$ cat src/rtl/branch_pc_unit_pkg.sv
// branch_pc_unit_pkg: shared widths, FSM state encodings, reset/trap PC defaults and a sequential-PC helper.
package branch_pc_unit_pkg;

    localparam int XLEN        = 32;
    localparam int INSTR_BYTES = 4;
    localparam int CNT_W       = 3;

    localparam logic [0:0] ST_RUN   = 1'b0;
    localparam logic [0:0] ST_FLUSH = 1'b1;

    localparam logic [XLEN-1:0] RESET_PC_DEF = 32'h0000_0000;
    localparam logic [XLEN-1:0] TRAP_PC_DEF  = 32'h0000_0100;

    function automatic logic [XLEN-1:0] next_seq(input logic [XLEN-1:0] pc);
        return pc + XLEN'(INSTR_BYTES);
    endfunction

endpackage

$ cat src/rtl/branch_target_gen.sv
// branch_target_gen: combinational taken decision, redirect target and misalignment detect.
//   in : Valid, Branch, BrNe, Jump, JumpR, BrRes, RD1, Imm, PC_EX
//   out: Taken, Target, Misaligned
module branch_target_gen
    import branch_pc_unit_pkg::*;
(
    input  logic            Valid,
    input  logic            Branch,
    input  logic            BrNe,
    input  logic            Jump,
    input  logic            JumpR,
    input  logic            BrRes,
    input  logic [XLEN-1:0] RD1,
    input  logic [XLEN-1:0] Imm,
    input  logic [XLEN-1:0] PC_EX,
    output logic            Taken,
    output logic [XLEN-1:0] Target,
    output logic            Misaligned
);

    always_comb begin
        Taken      = Valid & (Jump | JumpR | (Branch & (BrRes ^ BrNe)));
        // JALR clears bit 0 of the computed address; JumpR wins over Jump/Branch.
        Target     = JumpR ? ((RD1 + Imm) & ~XLEN'(1)) : (PC_EX + Imm);
        Misaligned = Target[1];
    end

endmodule

$ cat src/rtl/branch_pc_unit.sv
// branch_pc_unit: fetch PC / resolve-stage PC registers, branch redirect and multi-cycle flush FSM.
//   in : clk, rst (sync, active-high), Stall, Valid, Branch, BrNe, Jump, JumpR, BrRes, RD1, Imm
//   out: PC, PC_EX, LinkAddr (PC_EX + 4), Flush, Misalign (one-cycle pulse)
//   BRANCH_PC_UNIT_STATS_EN adds BrTakenCnt / BrNotTakenCnt conditional-branch counters.
module branch_pc_unit
    import branch_pc_unit_pkg::*;
#(
    parameter logic [XLEN-1:0] RESET_PC     = RESET_PC_DEF,
    parameter logic [XLEN-1:0] TRAP_PC      = TRAP_PC_DEF,
    parameter int              FLUSH_CYCLES = 2
) (
    input  logic            clk,
    input  logic            rst,
    input  logic            Stall,
    input  logic            Valid,
    input  logic            Branch,
    input  logic            BrNe,
    input  logic            Jump,
    input  logic            JumpR,
    input  logic            BrRes,
    input  logic [XLEN-1:0] RD1,
    input  logic [XLEN-1:0] Imm,
`ifdef BRANCH_PC_UNIT_STATS_EN
    output logic [31:0]     BrTakenCnt,
    output logic [31:0]     BrNotTakenCnt,
`endif
    output logic [XLEN-1:0] PC,
    output logic [XLEN-1:0] PC_EX,
    output logic [XLEN-1:0] LinkAddr,
    output logic            Flush,
    output logic            Misalign
);

    logic            taken;
    logic [XLEN-1:0] target;
    logic            misaligned;

    logic [XLEN-1:0] pc_q, pc_d;
    logic [XLEN-1:0] pc_ex_q, pc_ex_d;
    logic [0:0]      state_q, state_d;
    logic [CNT_W-1:0] cnt_q, cnt_d;
    logic            misalign_q, misalign_d;

    branch_target_gen u_tgt (
        .Valid      (Valid),
        .Branch     (Branch),
        .BrNe       (BrNe),
        .Jump       (Jump),
        .JumpR      (JumpR),
        .BrRes      (BrRes),
        .RD1        (RD1),
        .Imm        (Imm),
        .PC_EX      (pc_ex_q),
        .Taken      (taken),
        .Target     (target),
        .Misaligned (misaligned)
    );

    always_comb begin
        pc_d       = pc_q;
        pc_ex_d    = pc_ex_q;
        state_d    = state_q;
        cnt_d      = cnt_q;
        misalign_d = 1'b0;
        if (!Stall) begin
            pc_ex_d = pc_q;
            pc_d    = next_seq(pc_q);
            if (state_q == ST_RUN) begin
                if (taken) begin
                    pc_d       = misaligned ? TRAP_PC : target;
                    state_d    = ST_FLUSH;
                    cnt_d      = CNT_W'(FLUSH_CYCLES);
                    misalign_d = misaligned;
                end
            end else begin
                // Squashed slots: decision inputs are ignored, fetch runs sequentially.
                cnt_d   = cnt_q - CNT_W'(1);
                state_d = (cnt_q == CNT_W'(1)) ? ST_RUN : ST_FLUSH;
            end
        end
    end

    always_ff @(posedge clk) begin
        if (rst) begin
            pc_q       <= RESET_PC;
            pc_ex_q    <= RESET_PC;
            state_q    <= ST_RUN;
            cnt_q      <= '0;
            misalign_q <= 1'b0;
        end else begin
            pc_q       <= pc_d;
            pc_ex_q    <= pc_ex_d;
            state_q    <= state_d;
            cnt_q      <= cnt_d;
            misalign_q <= misalign_d;
        end
    end

`ifdef BRANCH_PC_UNIT_STATS_EN
    logic [31:0] bt_q, bt_d;
    logic [31:0] bnt_q, bnt_d;
    logic        count_en;
    logic        br_taken;

    always_comb begin
        count_en = (state_q == ST_RUN) & ~Stall & Valid & Branch;
        br_taken = BrRes ^ BrNe;
        bt_d     = (count_en &  br_taken) ? bt_q + 32'd1  : bt_q;
        bnt_d    = (count_en & ~br_taken) ? bnt_q + 32'd1 : bnt_q;
    end

    always_ff @(posedge clk) begin
        if (rst) begin
            bt_q  <= '0;
            bnt_q <= '0;
        end else begin
            bt_q  <= bt_d;
            bnt_q <= bnt_d;
        end
    end

    assign BrTakenCnt    = bt_q;
    assign BrNotTakenCnt = bnt_q;
`endif

    assign PC       = pc_q;
    assign PC_EX    = pc_ex_q;
    assign LinkAddr = next_seq(pc_ex_q);
    assign Flush    = (state_q == ST_FLUSH);
    assign Misalign = misalign_q;

endmodule

$ cat config.mk
export PLATFORM = sky130hd
export DESIGN_NAME = branch_pc_unit
export DESIGN_NICKNAME = d
export VERILOG_FILES = /design/src/rtl/branch_pc_unit_pkg.sv /design/src/rtl/branch_target_gen.sv /design/src/rtl/branch_pc_unit.sv
export SDC_FILE = /design/constraint.sdc
export NUM_CORES = 1
export LEC_CHECK = 0
export ABC_AREA = 0
export ABC_CLOCK_PERIOD_IN_PS = 5200
export BUFFER_PORTS_ARGS = -buffer_cell sky130_fd_sc_hd__buf_4
export CORE_UTILIZATION = 30
export CTS_BUF_LIST = sky130_fd_sc_hd__clkbuf_8
export DETAILED_ROUTE_END_ITERATION = 8
export PLACE_DENSITY_LB_ADDON = 0.3
export SLEW_MARGIN = 20
export SYNTH_ARGS = -nofsm -noshare
export SYNTH_HDL_FRONTEND = slang
export SYNTH_HIERARCHICAL = 1
export SYNTH_SLANG_ARGS = --single-unit
$ cat constraint.sdc
create_clock -name clk -period 5.2 [get_ports clk]
set_input_delay 0.78 -clock clk [delete_from_list [all_inputs] [get_ports clk]]
set_output_delay 0.78 -clock clk [all_outputs]
set_load 0.02 [all_outputs]
==> results of run 1 <==
metrics by stage:
step           hold WS [ns]  setup WS [ns]  utilization [%]
5_1_grt               0.529           1.13             37.2
4_1_cts               0.517           1.38             37.2
3_5_place_dp          0.498           1.01             36.3
6_report              0.506           1.34             37.2
2_1_floorplan         0.481           1.58                -
3_3_place_gp          0.491           1.04             36.3
worst min-delay path: cells and delay by family, from the launching register on:
family,cells,cell delay [ns]
DFF,1,0.33
AOI/OAI and AO/OA,2,0.13
logic make-up (layout without fill, tap and decap cells):
| logic type | after synthesis | in the layout | share of synthesized area, % |
|---|---|---|---|
| AND/OR/NAND/NOR | 349 | 349 | 23.3 |
| AO/OA/AOI/OAI | 310 | 310 | 26.6 |
| buffers and inverters | 87 | 220 | 5.34 |
| XOR/XNOR | 83 | 83 | 9.44 |
| flip-flops | 69 | 69 | 17.9 |
| adder cells (fa/ha/maj) | 67 | 67 | 11.1 |
| multiplexers | 48 | 48 | 6.30 |
report_power, final:
| part | internal, mW | switching [mW] | leakage (nW) |
|---|---|---|---|
| clock | 0.293 | 0.212 | 0.121 |
| sequential | 0.553 | 0.0542 | 0.560 |
| combinational | 0.284 | 0.392 | 3.54 |
final cells by class:
type,instances,area (µm²),share of cell area [%]
Clock inverter,5,73.8,0.789
Multi-Input combinational cell,857,5910,63.1
Clock buffer,11,151,1.62
Timing Repair Buffer,177,1330,14.2
Sequential cell,69,1380,14.8
Tap cell,330,413,4.41
Inverter,27,101,1.08
worst paths after layout:
kind | start | slack, ns | end
max | Imm[22] | 1.34 | PC[31]$_SDFFE_PP0N_
min | PC[0]$_SDFFE_PP0P_ | 0.51 | PC[0]$_SDFFE_PP0P_
max reg2reg | PC_EX[16]$_SDFFE_PP0N_ | 1.41 | PC[29]$_SDFFE_PP0N_
min reg2reg | PC[0]$_SDFFE_PP0P_ | 0.51 | PC[0]$_SDFFE_PP0P_
placed cells by master, fill, tap and decap left out, types with 19 or more instances in the layout:
master,Yosys,routed
a21o_1,40,40
a21oi_1,88,88
a31oi_1,19,19
and3_1,19,19
buf_4,5,177
dfxtp_1,69,69
ha_1,65,65
inv_1,27,28
mux2i_1,44,44
nand2_1,61,61
nand3_1,43,43
nand4_1,29,29
nor2_1,106,106
nor3_1,24,24
o21ai_0,55,55
xnor2_1,54,54
xor2_1,29,29
state kept, by name, indices dropped and copies added, names as in the netlist:
register / flops
Flush: 1
Misalign: 1
PC: 32
PC_EX: 32
cnt_q: 3
per-layer routing:
layer | global-route usage [%] | vias to the layer above | share of wire [%] | wire (µm)
li1 | - | 4012 | - | -
met2 | 30.1 | 261 | 44 | 11800
met5 | 0 | - | 0 | 0
met3 | 2.89 | 34 | 7.0 | 1900
met1 | 28.9 | 3824 | 48 | 12900
met4 | 5.66 | 0 | 1.7 | 461
==> summary.txt, run 1 <==
Slew HR - 40.4%
Root Driver - clkbuf_8
final setup violation count - 0
largest net degree at the start of global routing - 72
fmax - 259 MHz
final instance area - 0.00936 mm²
CP bufs+invs - 1
H-tree depth - 3
fin. max-slew vios - 0
CP required - 5.44 ns
total CTS buffers - 9
RSZ-0062 raised after global routing - no
Max Buffers Root-to-Sink - 2
CP Capture Type - register
Post-DP HPWL - 21.1 mm
Layout fillers - 2654
Tmin final - 3.86 ns
crit-path cells - buf_4, ha_1, nand4_1, nor3_1, nand2_1, a211oi_1, o41ai_2, a311oi_1, o31ai_1, a31oi_1, xnor2_1, a32oi_1, a21oi_1, a211o_1
power density cells - 191 mW/mm²
initial core utilization - 30.6%
Worst path slowest cell - a211oi_1
post-synth cell types - 78
Power Total - 1.79 mW
vias in the first global route - 7316
vias - 8131
hold path depth - 2
fraction of synthesis flops using an asynchronous set or reset pin - 0%
yosys warns - 6
DRT Wirelength - 27.0 mm
post_cts resized - 0
LEAKAGE - 4.22 nW
Routed Antenna Nets - 0
Crit Path Class - in2reg
worst skew pair latency - 0.35 ns
synth cell count leaders - nor2_1 (106), a21oi_1 (88), dfxtp_1 (69), ha_1 (65), nand2_1 (61)
Seq/Total Area, Yosys - 17.9%
Setup TNS - 0 ns
global-route wire length before repair - 41.1 mm
n_diodes - 0
Area Growth Syn to Fin - 21.5%
drt first pass iters - 5
Post-Synthesis Cell Area - 0.00770 mm²
CP delay by family, top - compound AO/OA/AOI/OAI gates
period utilization - 74.1%
TritonCTS clock tree - done
main flop type after synthesis - dfxtp_1
WL per Instance - 18.3 µm
routability cong. - 0.863
Synth Net Count - 1153
Crit path depth - 14
CP peak stage delay - 0.46 ns
Cells after Synth - 1013
initial antenna violation count - 0
chip width - 162 µm
Slew @ Worst Pin - 0.895 ns
Critical Path AT - 4.10 ns
DRC violations left - 0
maximum fanout along the worst path - 8
Overflow after GRT - 0
Via-to-Cell Ratio - 5.51
proportion of netlist area held by the largest area contributor - 17.9%
area post-placement - 0.00914 mm²
FP Rows - 58
fin nets - 1281
Clock Skew - 0.00722 ns
status - completed
mean cell area of the mapped netlist - 7.60 µm²
count leader, synth - nor2_1
CP Launch Type - primary input
Tot GR Track Use - 19.9%
Core Box Area - 0.0252 mm²
Post CTS Setup Buffer Count - 0
R2R depth - 15
hold buffers post-CTS - 0
height of the die - 162 µm
max cap viols - 0
final std cells w/o fill - 1476
die area - 0.0263 mm²
number of synthesized register bits - 69
starting DRC count in detailed routing - 824
I/O Buffers - 170
layout cells sized above 1 - 18.9%
post-synth top area cell - dfxtp_1
Peak supply drop - 0.146 mV
placed cell count - 1460
Worst-path clk slew - 0.08 ns
leading post-synthesis cells by cell area - dfxtp_1 (18%), ha_1 (11%), xnor2_1 (6.1%)
Worst Hold Class - reg2reg
# IOs - 171
number of synthesized flops with an enable pin - 0
CTS sink cnt - 69
Fin. Hold Viols - 0
(Power assumes the default switching activity.)
==> inputs of run 2 (changes only) <==
--- a/config.mk
+++ b/config.mk
@@ -5,8 +5,8 @@
 export SDC_FILE = /design/constraint.sdc
 export NUM_CORES = 1
 export LEC_CHECK = 0
-export ABC_AREA = 0
-export ABC_CLOCK_PERIOD_IN_PS = 5200
+export ABC_AREA = 1
+export ABC_CLOCK_PERIOD_IN_PS = 3100
 export BUFFER_PORTS_ARGS = -buffer_cell sky130_fd_sc_hd__buf_4
 export CORE_UTILIZATION = 30
 export CTS_BUF_LIST = sky130_fd_sc_hd__clkbuf_8
==> constraint.sdc (replaced) <==
create_clock -name clk -period 3.1 [get_ports clk]
set_input_delay 0.465 -clock clk [delete_from_list [all_inputs] [get_ports clk]]
set_output_delay 0.465 -clock clk [all_outputs]
set_load 0.02 [all_outputs]
==> summary.txt, run 2 <==
status - completed
yosys warns - 6 (unchanged)
Cells after Synth - 1711 (+69%)
Fin. Hold Viols - 0 (unchanged)
drt first pass iters - 5 (unchanged)
Power Total - 3.41 mW (+91%)
placed cell count - 2247 (+54%)
hold path depth - 2 (unchanged)
main flop type after synthesis - dfxtp_1
initial antenna violation count - 0 (unchanged)
count leader, synth - nand2_1
CP bufs+invs - 2 (+1)
Sw Pwr - 1.54 mW (+130%)
initial core utilization - 30.8% (+0.19 points)
hold buffers post-CTS - 0 (unchanged)
Overflow after GRT - 0 (unchanged)
R2R Setup Slk - 0.58 ns (-0.83 ns)
vias - 11081 (+36%)
WL per Instance - 16.3 µm (-11%)
maximum fanout along the worst path - 6 (-2)
fraction of synthesis flops using an asynchronous set or reset pin - 0% (unchanged)
TritonCTS clock tree - done
Peak supply drop - 0.193 mV (+33%)
die area - 0.0314 mm² (+19%)
largest net degree at the start of global routing - 64 (-11%)
Core Box Area - 0.0300 mm² (+19%)
sequential share of power - 31.4% (-2.6 points)
fmax - 326 MHz
Critical Path AT - 2.61 ns (-1.49 ns)
Sw Share - 45.0% (+8.2 points)
Setup TNS - 0 ns (unchanged)
post-synth cell types - 40 (-49%)
global-route wire length before repair - 56.0 mm (+36%)
CP peak stage delay - 0.65 ns (+0.19 ns)
Root Driver - clkbuf_8
Tot GR Track Use - 23.3% (+3.4 points)
final setup violation count - 0 (unchanged)
CP Capture Type - primary output
# IOs - 171 (unchanged)
Tmin final - 3.07 ns
starting DRC count in detailed routing - 975 (+18%)
Clock Skew - 0.00963 ns (+0.00242 ns)
Post-DP HPWL - 30.6 mm (+45%)
DRT Wirelength - 37.0 mm (+37%)
number of synthesized register bits - 69 (unchanged)
layout cells sized above 1 - 13.3% (-5.6 points)
DRC violations left - 0 (unchanged)
Comb pwr share - 46.2% (+8.4 points)
Crit Path Class - reg2out
mean cell area of the mapped netlist - 5.39 µm² (-29%)
proportion of netlist area held by the largest area contributor - 24.1% (+6.2 points)
post-synth top area cell - nand2_1
RSZ-0062 raised after global routing - no
Seq/Total Area, Yosys - 15.0% (-2.9 points)
synth cell count leaders - nand2_1 (593), inv_1 (286), nor2_1 (163), a21oi_1 (139), nand3_1 (107)
H-tree depth - 3 (unchanged)
reg-to-reg endpoint - PC[17]$_SDFFE_PP0N_
leading post-synthesis cells by cell area - nand2_1 (24%), dfxtp_1 (15%), inv_1 (12%)
R2R depth - 11 (-4)
clock group share of total power - 22.4% (-5.8 points)
crit-path cells - nand2_1, nor2_1, nand2_1, nor4_2, buf_4, xor2_1, buf_4
LEAKAGE - 6.16 nW (+46%)
worst skew pair latency - 0.37 ns (+0.02 ns)
Area Growth Syn to Fin - 20.8%
routability cong. - 0.937 (+8.5%)
CP Launch Type - register
Max Buffers Root-to-Sink - 2 (unchanged)
fin nets - 2008 (+57%)
number of synthesized flops with an enable pin - 0 (unchanged)
CTS sink cnt - 69 (unchanged)
total CTS buffers - 9 (unchanged)
period utilization - 99.1%
Worst-path clk slew - 0.09 ns (about the same)
fin. max-slew vios - 0 (unchanged)
chip width - 177 µm (+9.3%)
Slew HR - 55.1% (+15 points)
Critical R2R Launch - PC_EX[13]$_SDFFE_PP0N_
final std cells w/o fill - 2263 (+53%)
Worst path slowest cell - dfxtp_1
Post-Synthesis Cell Area - 0.00922 mm² (+20%)
CP delay by family, top - simple AND/OR/NAND/NOR gates
FP Rows - 63 (+8.6%)
power density cells - 307 mW/mm² (+60%)
max cap viols - 0 (unchanged)
Worst Hold Class - in2reg
Pint - 1.88 mW (+66%)
worst hold start - rst
Slew @ Worst Pin - 0.667 ns (-0.228 ns)
Synth Net Count - 1851 (+61%)
vias in the first global route - 10084 (+38%)
most frequent cells in the layout - nand2_1 (593), inv_1 (286), buf_4 (181)
WHS Endpoint - PC[8]$_SDFFE_PP0N_
CP required - 2.63 ns (-2.81 ns)
I/O Buffers - 170 (unchanged)
height of the die - 177 µm (+9.3%)
Via-to-Cell Ratio - 4.90 (-11%)
most common cell after layout, fill and taps aside - nand2_1
n_diodes - 0 (unchanged)
Routed Antenna Nets - 0 (unchanged)
Layout fillers - 3428 (+29%)
==> run 2: per-layer routing <==
layer / global-route usage, % / routed length [µm]
met3: 1.97 / 2180
met4: 4.63 / 522
met5: 0 / 0
met1: 34.4 / 18100
met2: 36.5 / 16100
==> run 2: power groups by stage <==
stage                     Combinational (mW)  Sequential (mW)  Clock, mW
after detailed placement                1.56             1.09          0
final                                   1.58             1.07      0.764
after floorplan                        0.937             1.11          0
after CTS                               1.56             1.07      0.779
after global routing                    1.74             1.08      0.820
after global placement                  1.56             1.09          0
==> run 2: final cells by class <==
type	instances	area [µm²]	area share [%]
Clock buffer	9	124	1.11
Sequential cell	69	1380	12.4
Inverter	288	1080	9.71
Clock inverter	7	75.1	0.674
Tap cell	390	488	4.38
Timing Repair Buffer	182	1380	12.4
Multi-Input combinational cell	1318	6610	59.3
==> run 2: kinds of logic after synthesis <==
family,after synthesis,synth area share [%]
buf+inv,324,13.4
flops,69,15.0
simple gates,955,44.0
xor+xnor,42,3.99
compound gates,254,14.3
fa+ha+maj,67,9.26
==> run 2: what timing repair did <==
action,4_1_cts,5_1_grt
setup endpoints to repair,0,1
setup buffers,0,0
resized for setup,0,1
==> run 2: stage by stage <==
stage | setup WS [ns] | utilization, % | hold slack (ns) | instance area, µm²
after floorplan | 0.834 | - | 0.447 | 9220
final | 0.0279 | 37.2 | 0.388 | 11100
after global routing | 0.0628 | 37.2 | 0.388 | 11100
after CTS | 0.00302 | 37.2 | 0.381 | 11100
after global placement | 0.398 | 36.5 | 0.465 | 10900
after detailed placement | 0.403 | 36.5 | 0.470 | 10900
==> run 2: how the worst max path moves through the flow <==
stage / endpoint / slack, ns / depth (start not counted) / startpoint
2_1_floorplan: LinkAddr[30] / 0.83 / 9 / PC_EX[3]$_SDFFE_PP0N_
3_3_place_gp: PC[11]$_SDFFE_PP0N_ / 0.40 / 10 / Imm[8]
3_5_place_dp: PC[11]$_SDFFE_PP0N_ / 0.40 / 10 / Imm[8]
4_1_cts: LinkAddr[27] / 0.003 / 7 / PC_EX[13]$_SDFFE_PP0N_
5_1_grt: LinkAddr[19] / 0.06 / 7 / PC_EX[3]$_SDFFE_PP0N_
6_report: LinkAddr[27] / 0.03 / 7 / PC_EX[13]$_SDFFE_PP0N_
==> inputs of run 3 (changes only) <==
--- a/config.mk
+++ b/config.mk
@@ -7,10 +7,10 @@
 export LEC_CHECK = 0
 export ABC_AREA = 1
 export ABC_CLOCK_PERIOD_IN_PS = 3100
-export BUFFER_PORTS_ARGS = -buffer_cell sky130_fd_sc_hd__buf_4
 export CORE_UTILIZATION = 30
 export CTS_BUF_LIST = sky130_fd_sc_hd__clkbuf_8
 export DETAILED_ROUTE_END_ITERATION = 8
+export DONT_BUFFER_PORTS = 1
 export PLACE_DENSITY_LB_ADDON = 0.3
 export SLEW_MARGIN = 20
 export SYNTH_ARGS = -nofsm -noshare
==> summary.txt, run 3 (synthesis gave the netlist of run 2 again) <==
met1 Usage GRT - 30.8% (-3.6 points)
Post CTS Setup Buffer Count - 0 (unchanged)
CTS sink cnt - 69 (unchanged)
Post-DP HPWL - 29.6 mm (-3.1%)
Critical R2R Launch - PC_EX[0]$_SDFFE_PP0N_
layout cells sized above 1 - 5.81% (-7.5 points)
DRT Wirelength - 35.5 mm (-3.9%)
final setup violation count - 0 (unchanged)
H-tree depth - 3 (unchanged)
power density cells - 319 mW/mm² (+4.1%)
TritonCTS clock tree - done
max cap viols - 0 (unchanged)
Overflow after GRT - 0 (unchanged)
Tot GR Track Use - 22.3% (-0.96 points)
crit-path cells - nand2_1, nor2_1, nand4_1, nor4_4, xor2_1, buf_4
I/O Buffers - 0 (-100%)
WL per Instance - 16.8 µm (+3.0%)
total CTS buffers - 9 (unchanged)
most frequent cells in the layout - nand2_1 (593), inv_1 (286), nor2_1 (162)
global-route wire length before repair - 53.8 mm (-4.0%)
Max Buffers Root-to-Sink - 2 (unchanged)
Fin. Hold Viols - 0 (unchanged)
Most Used Layer, Global Route - met2
Global Route met2 Usage - 35.2% (-1.3 points)
Power Total - 3.19 mW (-6.5%)
fin nets - 1857 (-7.5%)
Slew @ Worst Pin - 0.683 ns (+0.0160 ns)
worst skew pair latency - 0.35 ns (-0.02 ns)
hold buffers post-CTS - 0 (unchanged)
Routed Antenna Nets - 0 (unchanged)
Root Driver - clkbuf_8
CP Launch Type - register
n_diodes - 0 (unchanged)
LEAKAGE - 5.41 nW (-12%)
R2R depth - 15 (+4)
Core Box Area - 0.0300 mm² (unchanged)
drt first pass iters - 5 (unchanged)
initial core utilization - 30.8% (unchanged)
Crit Path Class - reg2out
CP required - 2.63 ns (about the same)
most common cell after layout, fill and taps aside - nand2_1
largest net degree at the start of global routing - 65 (+1.6%)
placed cell count - 2096 (-6.7%)
CP peak stage delay - 0.65 ns (about the same)
DRC violations left - 0 (unchanged)
period utilization - 98.7% (-0.39 points)
R2R Setup Slk - 0.51 ns (-0.07 ns)
Worst Hold Class - in2reg
FP Rows - 63 (unchanged)
Layout fillers - 3483 (+1.6%)
reg-to-reg endpoint - PC[28]$_SDFFE_PP0N_
Setup TNS - 0 ns (unchanged)
fmax - 327 MHz (+0.40%)
# IOs - 171 (unchanged)
status - completed
maximum fanout along the worst path - 6 (unchanged)
fin. max-slew vios - 0 (unchanged)
M3 GR Usage - 3.96% (+2.0 points)
routability cong. - 0.941 (+0.39%)
starting DRC count in detailed routing - 784 (-20%)
die area - 0.0314 mm² (unchanged)
Via-to-Cell Ratio - 4.95 (+1.1%)
RSZ-0062 raised after global routing - no
Worst Setup SP - PC_EX[22]$_SDFFE_PP0N_
Slew HR - 54.3% (-0.75 points)
height of the die - 177 µm (unchanged)
Worst path slowest cell - dfxtp_1
Worst-path clk slew - 0.08 ns (about the same)
Peak supply drop - 0.192 mV (-0.91%)
vias in the first global route - 9589 (-4.9%)
CP Capture Type - primary output
initial antenna violation count - 0 (unchanged)
Critical Path AT - 2.60 ns (about the same)
final std cells w/o fill - 2111 (-6.7%)
Clock Skew - 0.00907 ns (-0.000568 ns)
hold path depth - 1 (-1)
chip width - 177 µm (unchanged)
vias - 10452 (-5.7%)
Critical Path End - LinkAddr[29]
Area Growth Syn to Fin - 8.52%
Tmin final - 3.06 ns (-0.0121 ns)
## run 3: layout make-up
cell class              count  area (µm²)  share of cell area (%)
repair buffers             31         233                    2.33
well taps                 390         488                    4.88
inverters                 288        1080                    10.8
clock buffers              11         151                    1.51
clock inverters             4        47.5                   0.475
flip-flops and latches     69        1380                    13.8
multi-input cells        1318        6620                    66.2
## run 3: worst min-delay path by stage
stage	start	to	slack, ns
2_1_floorplan	cnt_q[0]$_SDFFE_PP0P_	cnt_q[0]$_SDFFE_PP0P_	0.45
3_3_place_gp	cnt_q[2]$_SDFFE_PP0P_	cnt_q[2]$_SDFFE_PP0P_	0.47
3_5_place_dp	cnt_q[2]$_SDFFE_PP0P_	cnt_q[2]$_SDFFE_PP0P_	0.48
4_1_cts	rst	Flush$_SDFFE_PP0N_	0.16
5_1_grt	rst	Flush$_SDFFE_PP0N_	0.16
6_report	rst	PC[28]$_SDFFE_PP0N_	0.18
## run 3: power breakdown
part / internal [mW] / total (mW) / switching (mW)
clock: 0.409 / 0.778 / 0.369
combinational: 0.419 / 1.30 / 0.884
sequential: 0.947 / 1.11 / 0.164
total: 1.78 / 3.19 / 1.42
## run 3: layer usage
metal | routed length (µm) | part of all wire (%) | vias up
li1 | - | - | 5369
met1 | 16800 | 47 | 4772
met2 | 15400 | 43 | 278
met3 | 2360 | 6.6 | 33
met4 | 928 | 2.6 | 0
met5 | 0 | 0 | -
## run 3: timing repair
item	CTS	global route
endpoints found under the hold margin	0	0
pin swaps	0	0
gates cloned	0	0
setup endpoints to repair	2	1
gates resized for setup	3	1
## run 3: metrics by stage
| stage | hold WS, ns | cell area (µm²) | util (%) | worst slack [ns] |
|---|---|---|---|---|
| 2_1_floorplan | 0.447 | 9220 | - | 0.834 |
| 3_3_place_gp | 0.468 | 9790 | 32.7 | -0.0196 |
| 3_5_place_dp | 0.475 | 9790 | 32.7 | 0.0170 |
| 4_1_cts | 0.161 | 10000 | 33.4 | -0.00651 |
| 5_1_grt | 0.160 | 10000 | 33.4 | 0.0189 |
| 6_report | 0.175 | 10000 | 33.4 | 0.0400 |
## run 3: critical path, delay by kind of cell (launching register included)
| family | cells | cell delay, ns |
|---|---|---|
| xor gates and xnor gates | 1 | 0.19 |
| DFF | 1 | 0.65 |
| and+or+nand+nor | 4 | 1.23 |
| buffers and inverters | 1 | 0.17 |
